===== config.mk =====
export PLATFORM = sky130hd
export DESIGN_NAME = divu_iter_flat
export DESIGN_NICKNAME = d
export VERILOG_FILES = /design/src/rtl/divu_iter_if.sv /design/src/rtl/divu_iter.sv /design/src/flat_wrapper.sv
export SDC_FILE = /design/constraint.sdc
export NUM_CORES = 1
export LEC_CHECK = 0
export ABC_AREA = 1
export CAP_MARGIN = 20
export CORE_MARGIN = 2
export CORE_UTILIZATION = 45
export DETAILED_ROUTE_END_ITERATION = 6
export PLACE_DENSITY_LB_ADDON = 0.08
export SETUP_SLACK_MARGIN = 0.02
export SLEW_MARGIN = 20
export SYNTH_ARGS = -nofsm -noshare
export SYNTH_HDL_FRONTEND = slang
export SYNTH_SLANG_ARGS = --single-unit

===== constraint.sdc =====
create_clock -name clk -period 3.61 [get_ports clk]
set_input_delay 0.9025 -clock clk [delete_from_list [all_inputs] [get_ports clk]]
set_output_delay 0.9025 -clock clk [all_outputs]
set_load 0.01 [all_outputs]

===== src/rtl/divu_iter_if.sv =====
// Operand/result handshake bundle for the iterative unsigned divider.
`timescale 1ns/1ps
interface divu_iter_if;
    logic        i_valid;
    logic        i_ready;
    logic [31:0] i_dividend;
    logic [31:0] i_divisor;
    logic        o_valid;
    logic        o_ready;
    logic [31:0] o_quotient;
    logic [31:0] o_remainder;

    modport slave (
        input  i_valid, i_dividend, i_divisor, o_ready,
        output i_ready, o_valid, o_quotient, o_remainder
    );

    modport master (
        output i_valid, i_dividend, i_divisor, o_ready,
        input  i_ready, o_valid, o_quotient, o_remainder
    );
endinterface


===== src/rtl/divu_iter.sv =====
// 32-bit restoring unsigned divider, one quotient bit per cycle, using a
// 32-bit carry-lookahead adder as the trial subtractor.
`timescale 1ns/1ps
module cla (
    input  logic [31:0] i_a,
    input  logic [31:0] i_b,
    input  logic        i_cin,
    output logic [31:0] o_sum
);
    logic [31:0] w_g;
    logic [31:0] w_p;
    logic [31:0] w_c;
    logic [3:0]  w_gb;
    logic [3:0]  w_pb;
    logic        w_cblk;

    assign w_g = i_a & i_b;
    assign w_p = i_a ^ i_b;

    // 4-bit lookahead groups; group carries chain between groups
    always_comb begin
        w_c    = '0;
        w_gb   = '0;
        w_pb   = '0;
        w_cblk = i_cin;
        for (int unsigned blk = 0; blk < 8; blk++) begin
            w_gb = w_g[blk*4 +: 4];
            w_pb = w_p[blk*4 +: 4];
            w_c[blk*4]     = w_cblk;
            w_c[blk*4 + 1] = w_gb[0] | (w_pb[0] & w_cblk);
            w_c[blk*4 + 2] = w_gb[1] | (w_pb[1] & w_gb[0])
                           | (w_pb[1] & w_pb[0] & w_cblk);
            w_c[blk*4 + 3] = w_gb[2] | (w_pb[2] & w_gb[1])
                           | (w_pb[2] & w_pb[1] & w_gb[0])
                           | (w_pb[2] & w_pb[1] & w_pb[0] & w_cblk);
            w_cblk         = w_gb[3] | (w_pb[3] & w_gb[2])
                           | (w_pb[3] & w_pb[2] & w_gb[1])
                           | (w_pb[3] & w_pb[2] & w_pb[1] & w_gb[0])
                           | (w_pb[3] & w_pb[2] & w_pb[1] & w_pb[0] & w_cblk);
        end
    end

    assign o_sum = w_p ^ w_c;
endmodule

module divu_iter (
    input  logic        clk,
    input  logic        rst,
    divu_iter_if.slave  bus
);
    typedef enum logic [1:0] {S_IDLE, S_BUSY, S_DONE} state_t;

    state_t      r_state;
    logic [31:0] r_q;
    logic [31:0] r_r;
    logic [31:0] r_divisor;
    logic [4:0]  r_cnt;
    logic        r_i_ready;
    logic        r_o_valid;

    logic [32:0] w_t;
    logic [31:0] w_b;
    logic [31:0] w_sum;
    logic        w_cout;
    logic        w_ge;

    assign w_t = {r_r, r_q[31]};
    assign w_b = ~r_divisor;

    cla u_cla (
        .i_a   (w_t[31:0]),
        .i_b   (w_b),
        .i_cin (1'b1),
        .o_sum (w_sum)
    );

    // Adder exposes no carry-out; rebuild it from the bit-31 carry-in
    assign w_cout = (w_t[31] & w_b[31])
                  | ((w_t[31] | w_b[31]) & (w_sum[31] ^ w_t[31] ^ w_b[31]));
    assign w_ge   = w_t[32] | w_cout;

    always_ff @(posedge clk or posedge rst) begin
        if (rst) begin
            r_state   <= S_IDLE;
            r_q       <= '0;
            r_r       <= '0;
            r_divisor <= '0;
            r_cnt     <= '0;
            r_i_ready <= 1'b1;
            r_o_valid <= 1'b0;
        end else begin
            case (r_state)
                S_IDLE: begin
                    if (bus.i_valid && r_i_ready) begin
                        r_q       <= bus.i_dividend;
                        r_r       <= '0;
                        r_divisor <= bus.i_divisor;
                        r_cnt     <= '0;
                        r_i_ready <= 1'b0;
                        r_state   <= S_BUSY;
                    end
                end
                S_BUSY: begin
                    r_r   <= w_ge ? w_sum : w_t[31:0];
                    r_q   <= {r_q[30:0], w_ge};
                    r_cnt <= r_cnt + 5'd1;
                    if (r_cnt == 5'd31) begin
                        r_o_valid <= 1'b1;
                        r_state   <= S_DONE;
                    end
                end
                S_DONE: begin
                    if (bus.o_ready) begin
                        r_o_valid <= 1'b0;
                        r_i_ready <= 1'b1;
                        r_state   <= S_IDLE;
                    end
                end
                default: begin
                    r_state   <= S_IDLE;
                    r_i_ready <= 1'b1;
                    r_o_valid <= 1'b0;
                end
            endcase
        end
    end

    assign bus.i_ready     = r_i_ready;
    assign bus.o_valid     = r_o_valid;
    assign bus.o_quotient  = r_q;
    assign bus.o_remainder = r_r;
endmodule


===== src/flat_wrapper.sv =====
// flat-port wrapper written by rule: the top's interface ports become plain ports
module divu_iter_flat 
  (clk, rst, bus_i_valid, bus_i_dividend, bus_i_divisor, bus_o_ready, bus_i_ready, bus_o_valid, bus_o_quotient, bus_o_remainder);
  divu_iter_if bus_i ();
  input  logic clk;
  input  logic rst;
  input wire logic [$bits(bus_i.i_valid)-1:0] bus_i_valid;
  input wire logic [$bits(bus_i.i_dividend)-1:0] bus_i_dividend;
  input wire logic [$bits(bus_i.i_divisor)-1:0] bus_i_divisor;
  input wire logic [$bits(bus_i.o_ready)-1:0] bus_o_ready;
  output wire logic [$bits(bus_i.i_ready)-1:0] bus_i_ready;
  output wire logic [$bits(bus_i.o_valid)-1:0] bus_o_valid;
  output wire logic [$bits(bus_i.o_quotient)-1:0] bus_o_quotient;
  output wire logic [$bits(bus_i.o_remainder)-1:0] bus_o_remainder;
  assign bus_i.i_valid = bus_i_valid;
  assign bus_i.i_dividend = bus_i_dividend;
  assign bus_i.i_divisor = bus_i_divisor;
  assign bus_i.o_ready = bus_o_ready;
  assign bus_i_ready = bus_i.i_ready;
  assign bus_o_valid = bus_i.o_valid;
  assign bus_o_quotient = bus_i.o_quotient;
  assign bus_o_remainder = bus_i.o_remainder;
  divu_iter u_core (.clk(clk), .rst(rst), .bus(bus_i));
endmodule

==> impl_metrics.yaml, run 1 <==
grt:
  antenna_found_initial: 0
  grt.overflow.total: 0
  grt_pass1_wl_mm: 25.6
  grt.total_usage_pct: 21.5
  grt_pass1_vias: 5486
  grt_start_max_net_pins: 66
logic_synthesis:
  ys_types: 30
  ys_warn_count: 0
  seq_area_frac_synth_pct: 41.9
  synth_area_um2: 6270
  synth_area_per_cell_um2: 8.10
  synth_top_area_share_pct: 41.5
  yosys_register_bits: 105
  syn_nets: 883
  synthCells: 774
  yosysTopAreaCell: "dfrtp_1"
  netlist_top_cells_area: "dfrtp_1 (42%), nand2_1 (9.8%), inv_1 (7.9%)"
route:
  wl_per_cell_um: 14.0
  top_layer: "met4"
  ant_nets: 0
  wl_met1_mm: 6.72
  drt_iter0_markers: 289
  wl_met2_mm: 7.22
  firstDrtPassIters: 4
  routed_wl_mm: 15.0
  met3WireLength_um: 839
  routed_via_density: 5.03
  drc_errors: 0
  num_vias: 5405
clocking:
  cts_made_buffers: 9
  insertion_delay_ns: 0.35
  cts_root_buffer: "clkbuf_16"
  cts_setup_buffers: 0
  cts_resized: 0
  cts_tree: "yes"
  cts_max_level: 3
  cts_hold_buf: 0
  clk_path_buf_depth: 2
  numClockSinks: 105
  clk_pin_slew_ns: 0.07
critical_path:
  max_stage_delay_ns: 0.37
  critPathSlowestCell: "dfrtp_1"
  cp_data_required_time_ns: 3.86
  crit_type: "reg -> reg"
  worst-path-buf-inv: 2
  cp_top_family: "simple AND/OR/NAND/NOR gates"
  arrival_ns: 3.28
  start_kind: "flop"
  cp_common_cell: "nand2_2"
  critPathMaxFanout: 33
  cp-end-kind: "flop"
pwr:
  ir_worst_vdd_mv: 0.523
  clkPwrFrac_pct: 10.9
  combPwrFrac_pct: 65.3
  p_switching_mw: 4.42
  leakagePower_nw: 3.92
  switching_share_pct: 47.1
  power_density_nw_per_um2: 1170
  pwr-share-seq_pct: 23.8
  p_int_mw: 4.96
sta:
  worstMarginPinSlew_ns: 0.855
  slew_headroom_pct: 43.0
  fin_crit_ns: 3.03
  rsz0062_at_grt: "no"
  fin_worst_skew_ns: 0.00560
  fin_setup_tns_ns: 0
  finalHoldViolations: 0
  fmax_ghz: 0.330
  drv_slew: 0
  setup_viol: 0
  fin_crit_sh_pct: 84.0
floorplan:
  io_pins: 134
  core-area_um2: 13700
  die_area_um2: 14900
  start_util_pct: 45.7
  die_w_um: 122
  die_y_um: 122
  rows: 43
layout:
  multi_input_area_um2: 2960
  regArea_um2: 2630
  fin_nets: 998
  drive_gt1_share_pct: 8.50
  antenna_cells: 0
  fill_cells: 1280
  layout.cells.non_filler: 1074
  fin_area_um2: 8030
  area_growth_syn_to_layout_pct: 28.2
status:
  status: "complete, no violations"
placement:
  place_area_um2: 7730
  gp_congestion: 0.814
  place_hpwl_mm: 10.4
  place_inst: 1058
  portBuffers: 133
flow_run:
  cap_violations: 0
worst_hold_path:
  min_path_type: "reg -> reg"
-- worst paths after layout --
kind | to | cells after the start | slack, ns | startpoint
min in group asynchronous | u_core.bus.o_quotient[6]$_DFFE_PP0P_ | 2 | 1.04 | rst
max | u_core.bus.o_remainder[29]$_DFFE_PP0P_ | 25 | 0.58 | u_core.bus.o_quotient[31]$_DFFE_PP0P_
max in group asynchronous | u_core.r_divisor[17]$_DFFE_PP0P_ | 3 | 1.90 | rst
max reg2reg | u_core.bus.o_remainder[29]$_DFFE_PP0P_ | 25 | 0.58 | u_core.bus.o_quotient[31]$_DFFE_PP0P_
min reg2reg | u_core.bus.i_ready$_DFFE_PP1P_ | 2 | 0.47 | u_core.bus.i_ready$_DFFE_PP1P_
min | u_core.bus.i_ready$_DFFE_PP1P_ | 2 | 0.47 | u_core.bus.i_ready$_DFFE_PP1P_
-- cells in the mapped netlist --
cell type,n
a21boi_0,1
a21oi_1,12
a21oi_2,1
a221oi_1,17
a22o_1,2
buf_1,6
buf_12,3
buf_2,5
buf_6,1
clkbuf_1,22
clkinv_1,1
dfrtp_1,104
dfstp_2,1
fa_1,7
ha_1,34
inv_1,132
nand2_1,163
nand2_2,37
nand2_4,7
nand2_8,2
nand3_1,81
nand3b_1,2
nand4_1,1
nor2_1,21
nor3_1,22
o211ai_1,15
o21ai_0,55
o22ai_1,1
xnor2_1,8
xor2_1,10
-- tightest hold or removal path, cell delays in order (launching register included) --
cell and delay (ns):
dfstp_2 0.38, nand2_1 0.05, nand2_1 0.04
-- power by group through the flow --
stage | Sequential (mW) | Combinational, mW | Clock [mW]
floorplan | 2.32 | 4.43 | 0
global placement | 2.23 | 5.94 | 0
detailed placement | 2.25 | 6.11 | 0
CTS | 2.24 | 6.16 | 1.05
global route | 2.32 | 6.95 | 1.10
finish | 2.24 | 6.12 | 1.02
-- area by class of cell --
cell class	count	share of cell area, %
well taps	180	2.80
multi-input cells	499	36.8
clock inverters	5	0.779
clock buffers	11	3.02
flip-flops and latches	105	32.7
inverters	133	6.26
repair buffers	141	17.6
-- flip-flops by register name (all words and copies together), names as in the netlist --
register	cells
u_core.bus.o_valid	1
u_core.r_divisor	32
u_core.r_cnt	5
u_core.bus.o_remainder	32
u_core.r_state	2
u_core.bus.i_ready	1
u_core.bus.o_quotient	32
-- logic make-up (layout without fill, tap and decap cells) --
kind of cell	count (synthesis)	after routing	synth area share, %
AOI/OAI and AO/OA	104	104	10.2
adders and majority gates	41	41	9.02
buffers and inverters	170	290	11.2
xor gates and xnor gates	18	18	2.52
DFF	105	105	41.9
and+or+nand+nor	336	336	25.2
-- routing by layer --
metal | GRT usage, % | vias to the layer above
met5 | 0 | -
met4 | 6.32 | 0
met3 | 5.90 | 20
met2 | 36.1 | 108
met1 | 27.2 | 2570
li1 | - | 2707
-- through the flow --
| stage | util, % | hold WS (ns) | worst slack, ns | total power [mW] |
|---|---|---|---|---|
| final | 58.6 | 0.473 | 0.577 | 9.38 |
| after detailed placement | 56.3 | 0.468 | 0.591 | 8.36 |
| after global placement | 56.3 | 0.461 | 0.661 | 8.17 |
| after floorplan | - | 0.470 | 0.898 | 6.75 |
| after global routing | 58.6 | 0.496 | 0.246 | 10.4 |
| after CTS | 58.6 | 0.478 | 0.573 | 9.45 |
-- placed cells by master (no fill, tap or decap), types with 8 or more instances in the layout --
master / instances
a221oi_1: 17
o211ai_1: 15
nand2_1: 163
clkdlybuf4s50_1: 133
ha_1: 34
nand2_2: 37
nor3_1: 22
xor2_1: 10
inv_1: 130
nor2_1: 18
clkbuf_16: 9
o21ai_0: 55
nand3_1: 81
xnor2_1: 8
dfrtp_1: 104
a21oi_1: 12
No activity file was read; power rests on OpenSTA's default activity.
==> run 2, diff against run 1 <==
- clock period: 3.61 -> 3.13 ns (I/O delays scaled with it)
==> impl_metrics.yaml, run 2 (same netlist as run 1, synthesis figures left out) <==
status:
  status: "complete, no violations"
sta:
  fin_crit_ns: 2.89
  drv_slew: 0
  setup_viol: 0
  rsz0062_at_grt: "yes"
  worstMarginPinSlew_ns: 0.898
  finalHoldViolations: 0
  whs_ns: 0.478
  fin_crit_sh_pct: 92.2
  fmax_ghz: 0.346
  slew_headroom_pct: 40.1
  fin_worst_skew_ns: 0.00847
  setup_slack_ns: 0.243
  fin_setup_tns_ns: 0
critical_path:
  critPathMaxFanout: 4
  r2r_slack_ns: 0.24
  crit_end: "u_core.bus.o_remainder[29]$_DFFE_PP0P_"
  cp-end-kind: "flop"
  start_kind: "flop"
  reg2regPathDepth: 24
  arrival_ns: 3.13
  rr_endpoint: "u_core.bus.o_remainder[29]$_DFFE_PP0P_"
  cp_data_required_time_ns: 3.37
  crit_type: "reg -> reg"
  worstReg2RegStart: "u_core.bus.o_quotient[31]$_DFFE_PP0P_"
  critPathLaunch: "u_core.bus.o_quotient[31]$_DFFE_PP0P_"
route:
  drt_iter0_markers: 240
  wl_per_cell_um: 13.7
  firstDrtPassIters: 4
  ant_nets: 0
  routed_wl_mm: 14.8
  num_vias: 5408
  routed_via_density: 5.02
  drc_errors: 0
layout:
  fill_cells: 1240
  most-common-layout-cells: "nand2_1 (163), clkdlybuf4s50_1 (133), inv_1 (130), dfrtp_1 (104), nand3_1 (81)"
  fin_area_um2: 8110
  drive_gt1_share_pct: 9.35
  antenna_cells: 0
  area_growth_syn_to_layout_pct: 29.4
  final_common_cell: "nand2_1"
  fin_nets: 1002
pwr:
  ir_worst_vdd_mv: 0.470
  leakagePower_nw: 3.95
  power_density_nw_per_um2: 1350
  total_power_mw: 11.0
placement:
  gp_congestion: 0.823
  place_area_um2: 7740
  portBuffers: 133
  dpl_worst_slack_ns: 0.206
  place_hpwl_mm: 10.2
floorplan:
  io_pins: 134
  die_area_um2: 14900
  core-area_um2: 13700
  die_y_um: 122
  start_util_pct: 45.7
  die_w_um: 122
  rows: 43
clocking:
  clk_path_buf_depth: 2
  clk_pin_slew_ns: 0.07
  cts_root_buffer: "clkbuf_16"
  cts_made_buffers: 9
  cts_max_level: 3
  insertion_delay_ns: 0.35
  cts_hold_buf: 0
  cts_tree: "yes"
  numClockSinks: 105
grt:
  antenna_found_initial: 0
  grt_start_max_net_pins: 106
  grt.overflow.total: 0
  grt_pass1_wl_mm: 24.8
  grt_pass1_vias: 5418
  grt.total_usage_pct: 20.8
worst_hold_path:
  min_path_cells: 2
  min_path_type: "reg -> reg"
  hold_start: "u_core.bus.i_ready$_DFFE_PP1P_"
flow_run:
  cap_violations: 0
## run 2: cell count changes in the layout (fill, tap and decap cells not counted)
| cell | previous run | this run |
|---|---|---|
| nand2_2 | 37 | 35 |
| ha_1 | 34 | 31 |
| ha_4 | 0 | 3 |
| buf_4 | 6 | 9 |
| inv_6 | 1 | 0 |
| clkinv_2 | 0 | 1 |
| clkinvlp_4 | 3 | 2 |
| nand2_4 | 7 | 10 |
| a21oi_1 | 12 | 11 |
| clkinv_4 | 1 | 3 |
| clkbuf_8 | 1 | 0 |
| a21oi_2 | 1 | 2 |
## run 2: repair_timing
action / in CTS / in global routing
buffers inserted: 0 / 1
setup endpoints to repair: 0 / 33
endpoints found under the hold margin: 0 / 0
gates resized for setup: 0 / 6
## run 2: per-layer routing
metal / part of all wire, % / wire length (um) / GRT usage, %
met1: 46 / 6750 / 27.2
met2: 46 / 6830 / 33.3
met3: 5.9 / 879 / 4.68
met4: 2.1 / 317 / 8.62
met5: 0 / 0 / 0
## run 2: final cells by class
cell class                      instances  area (um^2)  share of cell area [%]
Clock inverter                          6         68.8                   0.848
Tap cell                              180          225                    2.78
Sequential cell                       105         2630                    32.4
Timing Repair Buffer                  144         1440                    17.7
Clock buffer                           10          229                    2.82
Multi-Input combinational cell        500         3020                    37.2
Inverter                              133          503                    6.20
## run 2: critical path, stage by stage, from the launching register on
cell and delay, ns:
dfrtp_1 0.37, inv_1 0.11, ha_4 0.28, inv_1 0.04, nand2_1 0.08, nand3_1 0.10
nand2_2 0.11, nand2_2 0.08, nand2_4 0.08, nand2_2 0.06, nand2_4 0.08, nand2_2 0.07
nand2_4 0.08, nand2_2 0.06, nand2_4 0.09, nand2_4 0.05, nand2_4 0.08, nand2_2 0.06
nand2_4 0.09, inv_1 0.06, fa_1 0.40, xor2_1 0.15, nand2_1 0.08, nand3_1 0.07
nand2_1 0.05
## run 2: worst min-delay path by stage
stage                                      to  slack, ns
2_1_floorplan     u_core.r_cnt[4]$_DFFE_PP0P_       0.47
3_3_place_gp   u_core.bus.i_ready$_DFFE_PP1P_       0.47
3_5_place_dp   u_core.bus.i_ready$_DFFE_PP1P_       0.47
4_1_cts        u_core.bus.i_ready$_DFFE_PP1P_       0.48
5_1_grt        u_core.bus.i_ready$_DFFE_PP1P_       0.50
6_report       u_core.bus.i_ready$_DFFE_PP1P_       0.48
## run 2: stage by stage
stage	utilization, %	instances
floorplan	-	774
global placement	56.4	1060
detailed placement	56.4	1060
CTS	58.6	1076
global route	59.1	1078
finish	59.1	1078
## run 2: where the power goes
| group | leakage (nW) | switching, mW | internal (mW) |
|---|---|---|---|
| clock | 0.143 | 0.514 | 0.624 |
| sequential | 1.22 | 0.496 | 2.08 |
| combinational | 2.58 | 4.12 | 3.13 |
| total | 3.95 | 5.13 | 5.83 |
